File: src/rtl/rotate_sequencer_if.sv
// Command channel between the user control logic and the rotate sequencer:
// a valid/ready handshake carrying op/count/data, plus the abort request.
interface rotate_sequencer_if #(
    parameter int WIDTH = 8,
    parameter int CNT_W = 3
);
    logic             cmd_valid;
    logic             cmd_ready;
    logic [1:0]       cmd_op;
    logic [CNT_W-1:0] cmd_count;
    logic [WIDTH-1:0] cmd_data;
    logic             abort;

    modport master (
        output cmd_valid,
        output cmd_op,
        output cmd_count,
        output cmd_data,
        output abort,
        input  cmd_ready
    );

    modport slave (
        input  cmd_valid,
        input  cmd_op,
        input  cmd_count,
        input  cmd_data,
        input  abort,
        output cmd_ready
    );
endinterface

File: src/rtl/rotate_sequencer.sv
// Sequences load / rotate / arithmetic-shift commands onto the control lines of
// an 8-bit shift-register datapath, one step per clock, with a done pulse.
module rotate_sequencer #(
    parameter int WIDTH = 8,
    parameter int CNT_W = 3
) (
    input  logic             clk,
    input  logic             reset,
    rotate_sequencer_if.slave cmd,
    output logic             reg_en,
    output logic             reg_load_n,
    output logic             reg_dir_right,
    output logic             reg_asr,
    output logic [WIDTH-1:0] reg_data,
    output logic             busy,
    output logic             done,
    output logic             aborted
);
    typedef enum logic [1:0] {
        S_IDLE,
        S_LOAD,
        S_SHIFT,
        S_DONE
    } state_t;

    state_t           state_q;
    logic [1:0]       op_q;
    logic [WIDTH-1:0] data_q;
    logic [CNT_W-1:0] rem_q;
    logic             aborted_q;

    always_ff @(posedge clk) begin
        if (!reset) begin
            state_q   <= S_IDLE;
            op_q      <= 2'b00;
            data_q    <= '0;
            rem_q     <= '0;
            aborted_q <= 1'b0;
        end else begin
            case (state_q)
                S_IDLE: begin
                    aborted_q <= 1'b0;
                    if (cmd.cmd_valid) begin
                        op_q   <= cmd.cmd_op;
                        data_q <= cmd.cmd_data;
                        rem_q  <= cmd.cmd_count;
                        if (cmd.cmd_op == 2'b00) begin
                            state_q <= S_LOAD;
                        end else if (cmd.cmd_count == '0) begin
                            state_q <= S_DONE;
                        end else begin
                            state_q <= S_SHIFT;
                        end
                    end
                end
                S_LOAD: begin
                    state_q <= S_DONE;
                end
                S_SHIFT: begin
                    // Abort wins over the step: nothing moves in the abort cycle.
                    if (cmd.abort) begin
                        aborted_q <= 1'b1;
                        state_q   <= S_DONE;
                    end else begin
                        rem_q <= rem_q - CNT_W'(1);
                        if (rem_q == CNT_W'(1)) begin
                            state_q <= S_DONE;
                        end
                    end
                end
                S_DONE: begin
                    aborted_q <= 1'b0;
                    state_q   <= S_IDLE;
                end
                default: begin
                    state_q <= S_IDLE;
                end
            endcase
        end
    end

    // Decoded from registered state; reset low forces the quiet values at once.
    assign cmd.cmd_ready = reset && (state_q == S_IDLE);

    always_comb begin
        reg_en        = 1'b0;
        reg_load_n    = 1'b1;
        reg_dir_right = 1'b0;
        reg_asr       = 1'b0;
        reg_data      = '0;
        busy          = 1'b0;
        done          = 1'b0;
        aborted       = 1'b0;
        if (reset) begin
            reg_data = data_q;
            busy     = (state_q != S_IDLE);
            done     = (state_q == S_DONE);
            aborted  = (state_q == S_DONE) && aborted_q;
            case (state_q)
                S_LOAD: begin
                    reg_en     = 1'b1;
                    reg_load_n = 1'b0;
                end
                S_SHIFT: begin
                    reg_en        = !cmd.abort;
                    reg_dir_right = op_q[1];
                    reg_asr       = (op_q == 2'b11);
                end
                default: begin
                end
            endcase
        end
    end
endmodule

File: src/flat_wrapper.sv
// flat-port wrapper written by rule: the top's interface ports become plain ports
module rotate_sequencer_flat 
#(
    parameter int WIDTH = 8,
    parameter int CNT_W = 3
)
  (clk, reset, reg_en, reg_load_n, reg_dir_right, reg_asr, reg_data, busy, done, aborted, cmd_cmd_valid, cmd_cmd_op, cmd_cmd_count, cmd_cmd_data, cmd_abort, cmd_cmd_ready);
  rotate_sequencer_if #(.WIDTH(WIDTH), .CNT_W(CNT_W)) cmd_i ();
  input  logic clk;
  input  logic reset;
  output logic reg_en;
  output logic reg_load_n;
  output logic reg_dir_right;
  output logic reg_asr;
  output logic [WIDTH-1:0] reg_data;
  output logic busy;
  output logic done;
  output logic aborted;
  input wire logic [$bits(cmd_i.cmd_valid)-1:0] cmd_cmd_valid;
  input wire logic [$bits(cmd_i.cmd_op)-1:0] cmd_cmd_op;
  input wire logic [$bits(cmd_i.cmd_count)-1:0] cmd_cmd_count;
  input wire logic [$bits(cmd_i.cmd_data)-1:0] cmd_cmd_data;
  input wire logic [$bits(cmd_i.abort)-1:0] cmd_abort;
  output wire logic [$bits(cmd_i.cmd_ready)-1:0] cmd_cmd_ready;
  assign cmd_i.cmd_valid = cmd_cmd_valid;
  assign cmd_i.cmd_op = cmd_cmd_op;
  assign cmd_i.cmd_count = cmd_cmd_count;
  assign cmd_i.cmd_data = cmd_cmd_data;
  assign cmd_i.abort = cmd_abort;
  assign cmd_cmd_ready = cmd_i.cmd_ready;
  rotate_sequencer #(.WIDTH(WIDTH), .CNT_W(CNT_W)) u_core (.clk(clk), .reset(reset), .cmd(cmd_i), .reg_en(reg_en), .reg_load_n(reg_load_n), .reg_dir_right(reg_dir_right), .reg_asr(reg_asr), .reg_data(reg_data), .busy(busy), .done(done), .aborted(aborted));
endmodule
File: config.mk
export PLATFORM = sky130hd
export DESIGN_NAME = rotate_sequencer_flat
export DESIGN_NICKNAME = d
export VERILOG_FILES = /design/src/rtl/rotate_sequencer_if.sv /design/src/rtl/rotate_sequencer.sv /design/src/flat_wrapper.sv
export SDC_FILE = /design/constraint.sdc
export NUM_CORES = 1
export LEC_CHECK = 0
export CORE_MARGIN = 2
export CORE_UTILIZATION = 45
export CTS_BUF_LIST = sky130_fd_sc_hd__clkbuf_2 sky130_fd_sc_hd__clkbuf_4 sky130_fd_sc_hd__clkbuf_8
export DETAILED_ROUTE_END_ITERATION = 6
export PLACE_DENSITY_LB_ADDON = 0.15
export SLEW_MARGIN = 15
export SYNTH_ARGS = -nofsm -noshare
export SYNTH_HDL_FRONTEND = slang
export SYNTH_SLANG_ARGS = --single-unit
export TNS_END_PERCENT = 100
File: constraint.sdc
create_clock -name clk -period 2.95 [get_ports clk]
set_input_delay 0.59 -clock clk [delete_from_list [all_inputs] [get_ports clk]]
set_output_delay 0.59 -clock clk [all_outputs]
set_load 0.01 [all_outputs]
# Word-level counts from Yosys, hierarchy flattened
# Index checks and enable logic that the tools add are counted.
[totals] reg_bits=16 latch_bits=0 mem_bits_rw=0 mem_bits_ro=0 in_bits=17 out_inout_bits=16 elab_cells=52 memories=0
[op_classes] n_addsub=1 multipliers=0 div_mod_pow=0 order_cmp=0 eq_ne=9 n_shift=0 mux=23 bitwise=0 n_reduce_logical=14
[ops] operator="$mux 1" n=12
[ops] operator="$mux 2" n=4
[ops] operator="$mux 8" n=1
[ops] operator="$pmux 2 s4" n=1
[ops] operator="$eq 2x2->1 const B" n=3
[ops] operator="$mux 3" n=2
[ops] operator="$ne 2x2->1 const B" n=3
[ops] operator="$pmux 3 s2" n=1
[ops] operator="$reduce_and 2->1" n=3
[ops] operator="$reduce_bool 2->1" n=3
[ops] operator="$logic_not 2->1" n=2
[ops] operator="$pmux 1 s2" n=2
[ops] operator="$eq 3x1->1 const B" n=1
[ops] operator="$logic_not 3->1" n=1
[ops] operator="$ne 3x2->1 const B" n=1
[ops] operator="$reduce_and 3->1" n=1
[ops] operator="$sub 3x1->3 const B" n=1
[ops] operator="$eq 2x1->1 const B" n=1
[ops] operator="$logic_and 1x1->1" n=2
[ops] operator="$reduce_or 2->1" n=1
[ops] operator="$logic_not 1->1" n=1

# Longest topological paths before layout
[logic_depth] ltp_word=5 depth_mapped=6 ltp_nobuf=6

# Least setup slack after synthesis
# OpenSTA, ideal clock, no wires.
[synth_path] kind="register to output" startpoint="register u_core.state_q[0]" endpoint="output reg_en" arrival_time_ns=1.072 required_time_ns=2.360 slack_ns=1.288 path_stages_with_launch=6 n_path_buf=0 cell_sequence="dfxtp_1 -> inv_1 -> ha_1 -> nor2b_1 -> nor2_1 -> nor2_1"
[synth_between] elab_chain_cells=3 elab_cells_between_ends=4 classes_between="eq/ne: 2; mux: 2"
[synth_lines] item="from (decl)" line="rotate_sequencer.sv:26" source="state_t state_q;"
[synth_lines] item="from (signal assigned)" line="rotate_sequencer.sv:34" source="state_q <= S_IDLE;"
[synth_lines] item="from (signal assigned)" line="rotate_sequencer.sv:48" source="state_q <= S_LOAD;"
[synth_lines] item="from (signal assigned)" line="rotate_sequencer.sv:50" source="state_q <= S_DONE;"
[synth_lines] item="$eq 2x2->1 or $eq 2x1->1 (tied branches)" line="rotate_sequencer.sv:99" source="case (state_q)"
[synth_lines] item="$pmux 1 s2 *" line="rotate_sequencer.sv:99"
[synth_lines] item="$mux 1 *" line="rotate_sequencer.sv:94" source="if (reset) begin"
[synth_lines] item="to (decl)" line="flat_wrapper.sv:11" source="output logic reg_en;"
# Every way passes the cells marked *; elsewhere a longest branch is shown, timed or not.

# Worst setup path after layout
[layout_path] startpoint="input reset" endpoint="output reg_data[7]"
[layout_between] elab_chain_cells=1
[layout_lines] item="from (decl)" line="flat_wrapper.sv:10" source="input logic reset;"
[layout_lines] item="$mux 8" line="rotate_sequencer.sv:94"
[layout_lines] item="to (decl)" line="flat_wrapper.sv:15" source="output logic [WIDTH-1:0] reg_data;"
# Every way passes these cells.

==> impl_metrics.toml <==
[place]
gp_congestion = 0.7926
dpl_cell_area_sq_mm = 0.001308
hpwl_um = 1627
numPortBuffers = 32

[timing]
finalClockSkew_ns = 0.005604
max_freq_mhz = 366.2
rsz0062_at_grt = "false"
slew-limit-headroom_pct = 76.22
post-route-period-util_pct = 92.57
tightestPinTransition_ns = 0.3567
hold_viol = 0
fin_crit_ns = 2.731
setup_tns_ns = 0
setup_violations = 0
finalMaxSlewViolations = 0

[critical_path]
critPathCaptureType = "primary output"
critPathLaunchType = "input port"
worstPathArrival_ns = 2.14
timing_worst_setup_path_type = "in2out"
crit_required_ns = 2.36
cp_max_fo = 11

[routing]
vias_per_cell = 4.832
first_pass_iters = 4
drcViolationCount = 0
wl_per_cell_um = 11.54
num_vias = 865
drtIter0Drc = 9
routed_wl_um = 2066
antenna_left = 0

[cts]
numCtsBuffers = 3
tritoncts = "built"
ctsHtreeMaxLevel = 1
insertion_delay_ns = 0.29
cts.path.max_buffers = 2
post-cts-setup-buffer-count = 0
ctsResizeCount = 0
clk_pin_slew_ns = 0.09
clockRootBuffer = "clkbuf_4"
ctsHoldBuffers = 0
cts_sinks = 16

[global_route]
grt_pass1_vias = 871
grt_overflow = 0
grt_usage_pct = 18.86
grt_pass1_wl_um = 3588
grt_max_degree = 12
antenna_found_initial = 0

[run_status]
outcome = "complete, no violations"

[final_layout]
fillCellCount = 183
final_nets = 179
area_growth_pct = 40.42
final_layout_size_suffix_gt1_share_pct = 7.237
n_antenna_cell = 0
stdcell_area_sq_mm = 0.001330
seq_area_sq_um = 320.3
multi_input_area_sq_um = 584.3

[floorplan]
die_h_um = 49.88
initial_core_util_pct = 47.79
ios = 33
core_sq_mm = 0.001982
die_area_sq_mm = 0.002488
row_count = 16
die_x_um = 49.88

[power]
swShare_pct = 38.20
power_frac_comb_pct = 50.1
p_leak_nw = 0.5457
ir_drop_mv = 0.4475
p_sw_mw = 0.3253
p_clk_share_pct = 13.8
p_int_mw = 0.5263
seqPwrFrac_pct = 36.0
powerDensity_mw_per_mm2 = 640.3

[synth]
ys_seq_elements = 16
avgSynthCellArea_sq_um = 8.027
seq_area_frac_synth_pct = 33.82
synth_top_area_share_pct = 33.82
synth_cells = 118
yosysTopAreaCell = "dfxtp_1"
syn_area_sq_um = 947.2
synth_cell_types = 29
syn-num-nets = 143
yosysWarnings = 0
synth_area_leaders = "dfxtp_1 (34%), ha_1 (11%), nand2_1 (10%)"

[flow_run]
drv_cap = 0

[min_path]
min_path_type = "reg2reg"
## worst paths after layout
check                                         end              start  slack (ns)  depth (start not counted)
worst min register to register   u_core.data_q[5]   u_core.data_q[5]        0.45                          2
worst max-delay path                  reg_data[7]              reset        0.22                          4
worst min-delay path             u_core.data_q[5]   u_core.data_q[5]        0.45                          2
worst max register to register  u_core.state_q[1]  u_core.state_q[0]        1.38                          6
## final cells by class
type / count / share of cell area (%)
clock buffer: 3 / 1.693
inverter: 7 / 1.976
multi-input combinational: 91 / 43.93
sequential: 16 / 24.08
tap: 27 / 2.540
timing repair buffer: 35 / 25.78
## per-layer routing
metal / GRT usage [%] / wire [um] / vias up / part of all wire, %
met5: 0 / 0 / - / 0
met4: 8.333 / 40 / 0 / 1.9
met3: 3.636 / 79 / 5 / 3.8
met2: 32.89 / 999 / 21 / 48
met1: 22.16 / 947 / 386 / 46
li1: - / - / 453 / -
## power groups by stage
stage	sequential [mW]	combinational [mW]	clock [mW]
global route	0.314	0.482	0.130
floorplan	0.302	0.295	0
CTS	0.307	0.432	0.123
detailed placement	0.312	0.431	0
global placement	0.308	0.418	0
finish	0.307	0.427	0.118
## stage by stage
step | setup WS [ns] | hold slack (ns) | std cells | power, mW | utilization (%)
final | 0.2191 | 0.4506 | 179 | 0.8516 | 67.11
after global routing | 0.1379 | 0.4746 | 179 | 0.9262 | 67.11
after CTS | 0.2087 | 0.4544 | 179 | 0.8618 | 67.11
after detailed placement | 0.2191 | 0.4409 | 176 | 0.7427 | 65.97
after global placement | 0.2640 | 0.4365 | 176 | 0.7258 | 65.97
after floorplan | 1.288 | 0.4305 | 118 | 0.5969 | -
## registers in the layout, summed over array words and instances (netlist names)
register	flops
u_core.data_q	8
u_core.rem_q	3
u_core.op_q	2
u_core.state_q	2
u_core.aborted_q	1
## layout by cell type (no fill, tap or decap), types with 6 or more instances in the layout
cell type / instances
clkdlybuf4s50_1: 32
nand2_1: 26
dfxtp_1: 16
and2_1: 11
a21boi_1: 11
nor2_1: 8
ha_1: 8
inv_1: 6
## Yosys cell counts, drive strengths merged
cell / number
mux2i: 2
inv: 7
nor2b: 3
o21ai: 4
buf: 1
a21boi: 12
and2: 11
a21oi: 3
nand2b: 2
clkbuf: 3
a22oi: 1
o32ai: 1
nor3: 1
nand3b: 1
ha: 8
dfxtp: 16
and3: 2
nand2: 27
mux2: 2
a211oi: 1
o21a: 1
nor2: 8
and4: 1
## critical path: stages
cell and delay, ns:
clkdlybuf4s50_1 0.66, buf_4 0.22, and2_1 0.14, clkdlybuf4s50_1 0.54
## cells by family after synthesis
group | Yosys count | share of synthesized area [%]
adders and majority gates | 8 | 10.57
and+or+nand+nor | 56 | 28.80
buffers and inverters | 11 | 4.490
DFF | 16 | 33.82
AOI/OAI and AO/OA | 23 | 17.44
muxes | 4 | 4.887
Note: power is estimated with default switching activity, not from simulation.
==> variant (same settings) <==
`WIDTH` is set to 8 in 3 places; all go to 12.
--- a/src/rtl/rotate_sequencer_if.sv
+++ b/src/rtl/rotate_sequencer_if.sv
@@ -1,7 +1,7 @@
 // Command channel between the user control logic and the rotate sequencer:
 // a valid/ready handshake carrying op/count/data, plus the abort request.
 interface rotate_sequencer_if #(
-    parameter int WIDTH = 8,
+    parameter int WIDTH = 12,
     parameter int CNT_W = 3
 );
     logic             cmd_valid;
--- a/src/rtl/rotate_sequencer.sv
+++ b/src/rtl/rotate_sequencer.sv
@@ -1,7 +1,7 @@
 // Sequences load / rotate / arithmetic-shift commands onto the control lines of
 // an 8-bit shift-register datapath, one step per clock, with a done pulse.
 module rotate_sequencer #(
-    parameter int WIDTH = 8,
+    parameter int WIDTH = 12,
     parameter int CNT_W = 3
 ) (
     input  logic             clk,
--- a/src/flat_wrapper.sv
+++ b/src/flat_wrapper.sv
@@ -1,7 +1,7 @@
 // flat-port wrapper written by rule: the top's interface ports become plain ports
 module rotate_sequencer_flat 
 #(
-    parameter int WIDTH = 8,
+    parameter int WIDTH = 12,
     parameter int CNT_W = 3
 )
   (clk, reset, reg_en, reg_load_n, reg_dir_right, reg_asr, reg_data, busy, done, aborted, cmd_cmd_valid, cmd_cmd_op, cmd_cmd_count, cmd_cmd_data, cmd_abort, cmd_cmd_ready);
Interface: changed (resized cmd_cmd_data and reg_data); port bits go from 33 to 41. No check against the original RTL was run, so the function may have changed too.
==> variant against the original RTL <==
- routed wire length grew 21%
- sequential share of layout area rose by 0.84 points
- clock power increased by 91%
- via count grew 20%
- cell area up 21%
- utilization down 0.44 points
- non-clock buffer count grew 7
- area after synthesis increased by 18%
- sequential cell count increased by 4
- combinational power increased by 11%
- total power grew 27%
- clock skew down 3.7 ps
- setup slack improved by 65 ps
==> variant: results (changes against the original RTL) <==
- Top post-synthesis cells by area: dfxtp_1 (36%), nand2_1 (11%), ha_1 (9.0%)
- Worst Hold Slack: 463 ps (+12.8 ps)
- Pwr dens: 672 nW/um2 (+5.0%)
- Crit Path Max Fanout: 4 (-7)
- Vias in the first global route: 978 (+12%)
- Commonest cells post-synth: nand2_1 (34), dfxtp_1 (20), and2_1 (14), a21boi_0 (11), ha_1 (8)
- Worst-Margin Slew: 501 ps (+145 ps)
- Reg-to-reg slack, setup: 1340 ps (-40 ps)
- First-pass GRT wire length: 4.12 mm (+15%)
- Fin cells: 210 (+17%)
- # fillers: 206 (+13%)
- Crit path DAT: 2080 ps (-60 ps)
- R2R Path End: u_core.state_q[0]
- Peak VDD IR: 0.408 mV (-8.9%)
- Pin count of the biggest net entering global routing: 34 (+22)
- Port bufs: 40 (+25%)
- First DRT Iteration DRCs: 10 (+1)
- Area after DPL: 1550 um2 (+19%)
- DR vias: 1039 (+20%)
- GRT Total Usage: 19.7% (+0.79 points)
- Leak: 0.640 nW (+17%)
- Status: complete, no violations
- Seq/Total Area, Yosys: 35.9% (+2.1 points)
- Post-DP HPWL: 1.87 mm (+15%)
- Share of cells above drive strength 1: 7.22% (-0.015 points)
- Clk_lat worst skew: 310 ps (+20 ps)
- Crit path from: cmd_abort
- Clock Pin Slew Worst Setup and Hold Paths: 110 ps (+20 ps)
- Nets: 210 (+17%)
- CP peak stage delay: 540 ps (-120 ps)
- Clock skew: 1.87 ps (-3.73 ps)
- Final WL: 2.50 mm (+21%)
- Critical path endpoint: reg_en
- Synthesized area per cell: 8.03 um2 (about the same)
- Post-Place Setup Slack: 301 ps (+82.1 ps)
- Gpl congestion: 0.778 (-1.9%)
- Top flop regs: u_core.data_q x12, u_core.rem_q x3
-- variant: layer usage --
metal / vias to the layer above / GRT usage (%) / wire [um]
met3: 2 / 2.50 / 105
li1: 534 / - / -
met1: 480 / 23.7 / 1100
met4: 0 / 6.41 / 27
met5: - / 0 / 0
met2: 23 / 35.6 / 1270
-- variant: final cells by class --
class	count	area share [%]
timing repair buffer	42	26.6
sequential	20	24.9
inverter	7	1.64
clock buffer	3	1.40
multi-input combinational	107	41.2
tap	30	2.34
clock inverter	1	1.87
-- variant: power by group --
| group | internal, mW | switching (mW) |
|---|---|---|
| clock | 0.137 | 0.0880 |
| sequential | 0.337 | 0.0413 |
| combinational | 0.232 | 0.244 |
-- variant: cell families after synthesis --
family	share of synthesized area [%]
AO/OA/AOI/OAI	16.4
AND/OR/NAND/NOR	29.8
multiplexers	4.15
buffers and inverters	4.82
adder cells (fa/ha/maj)	8.97
flip-flops	35.9
-- variant: worst max-delay path, delay by kind of cell --
family        cells  cell delay [ps]
simple gates      3              480
buf+inv           2             1000
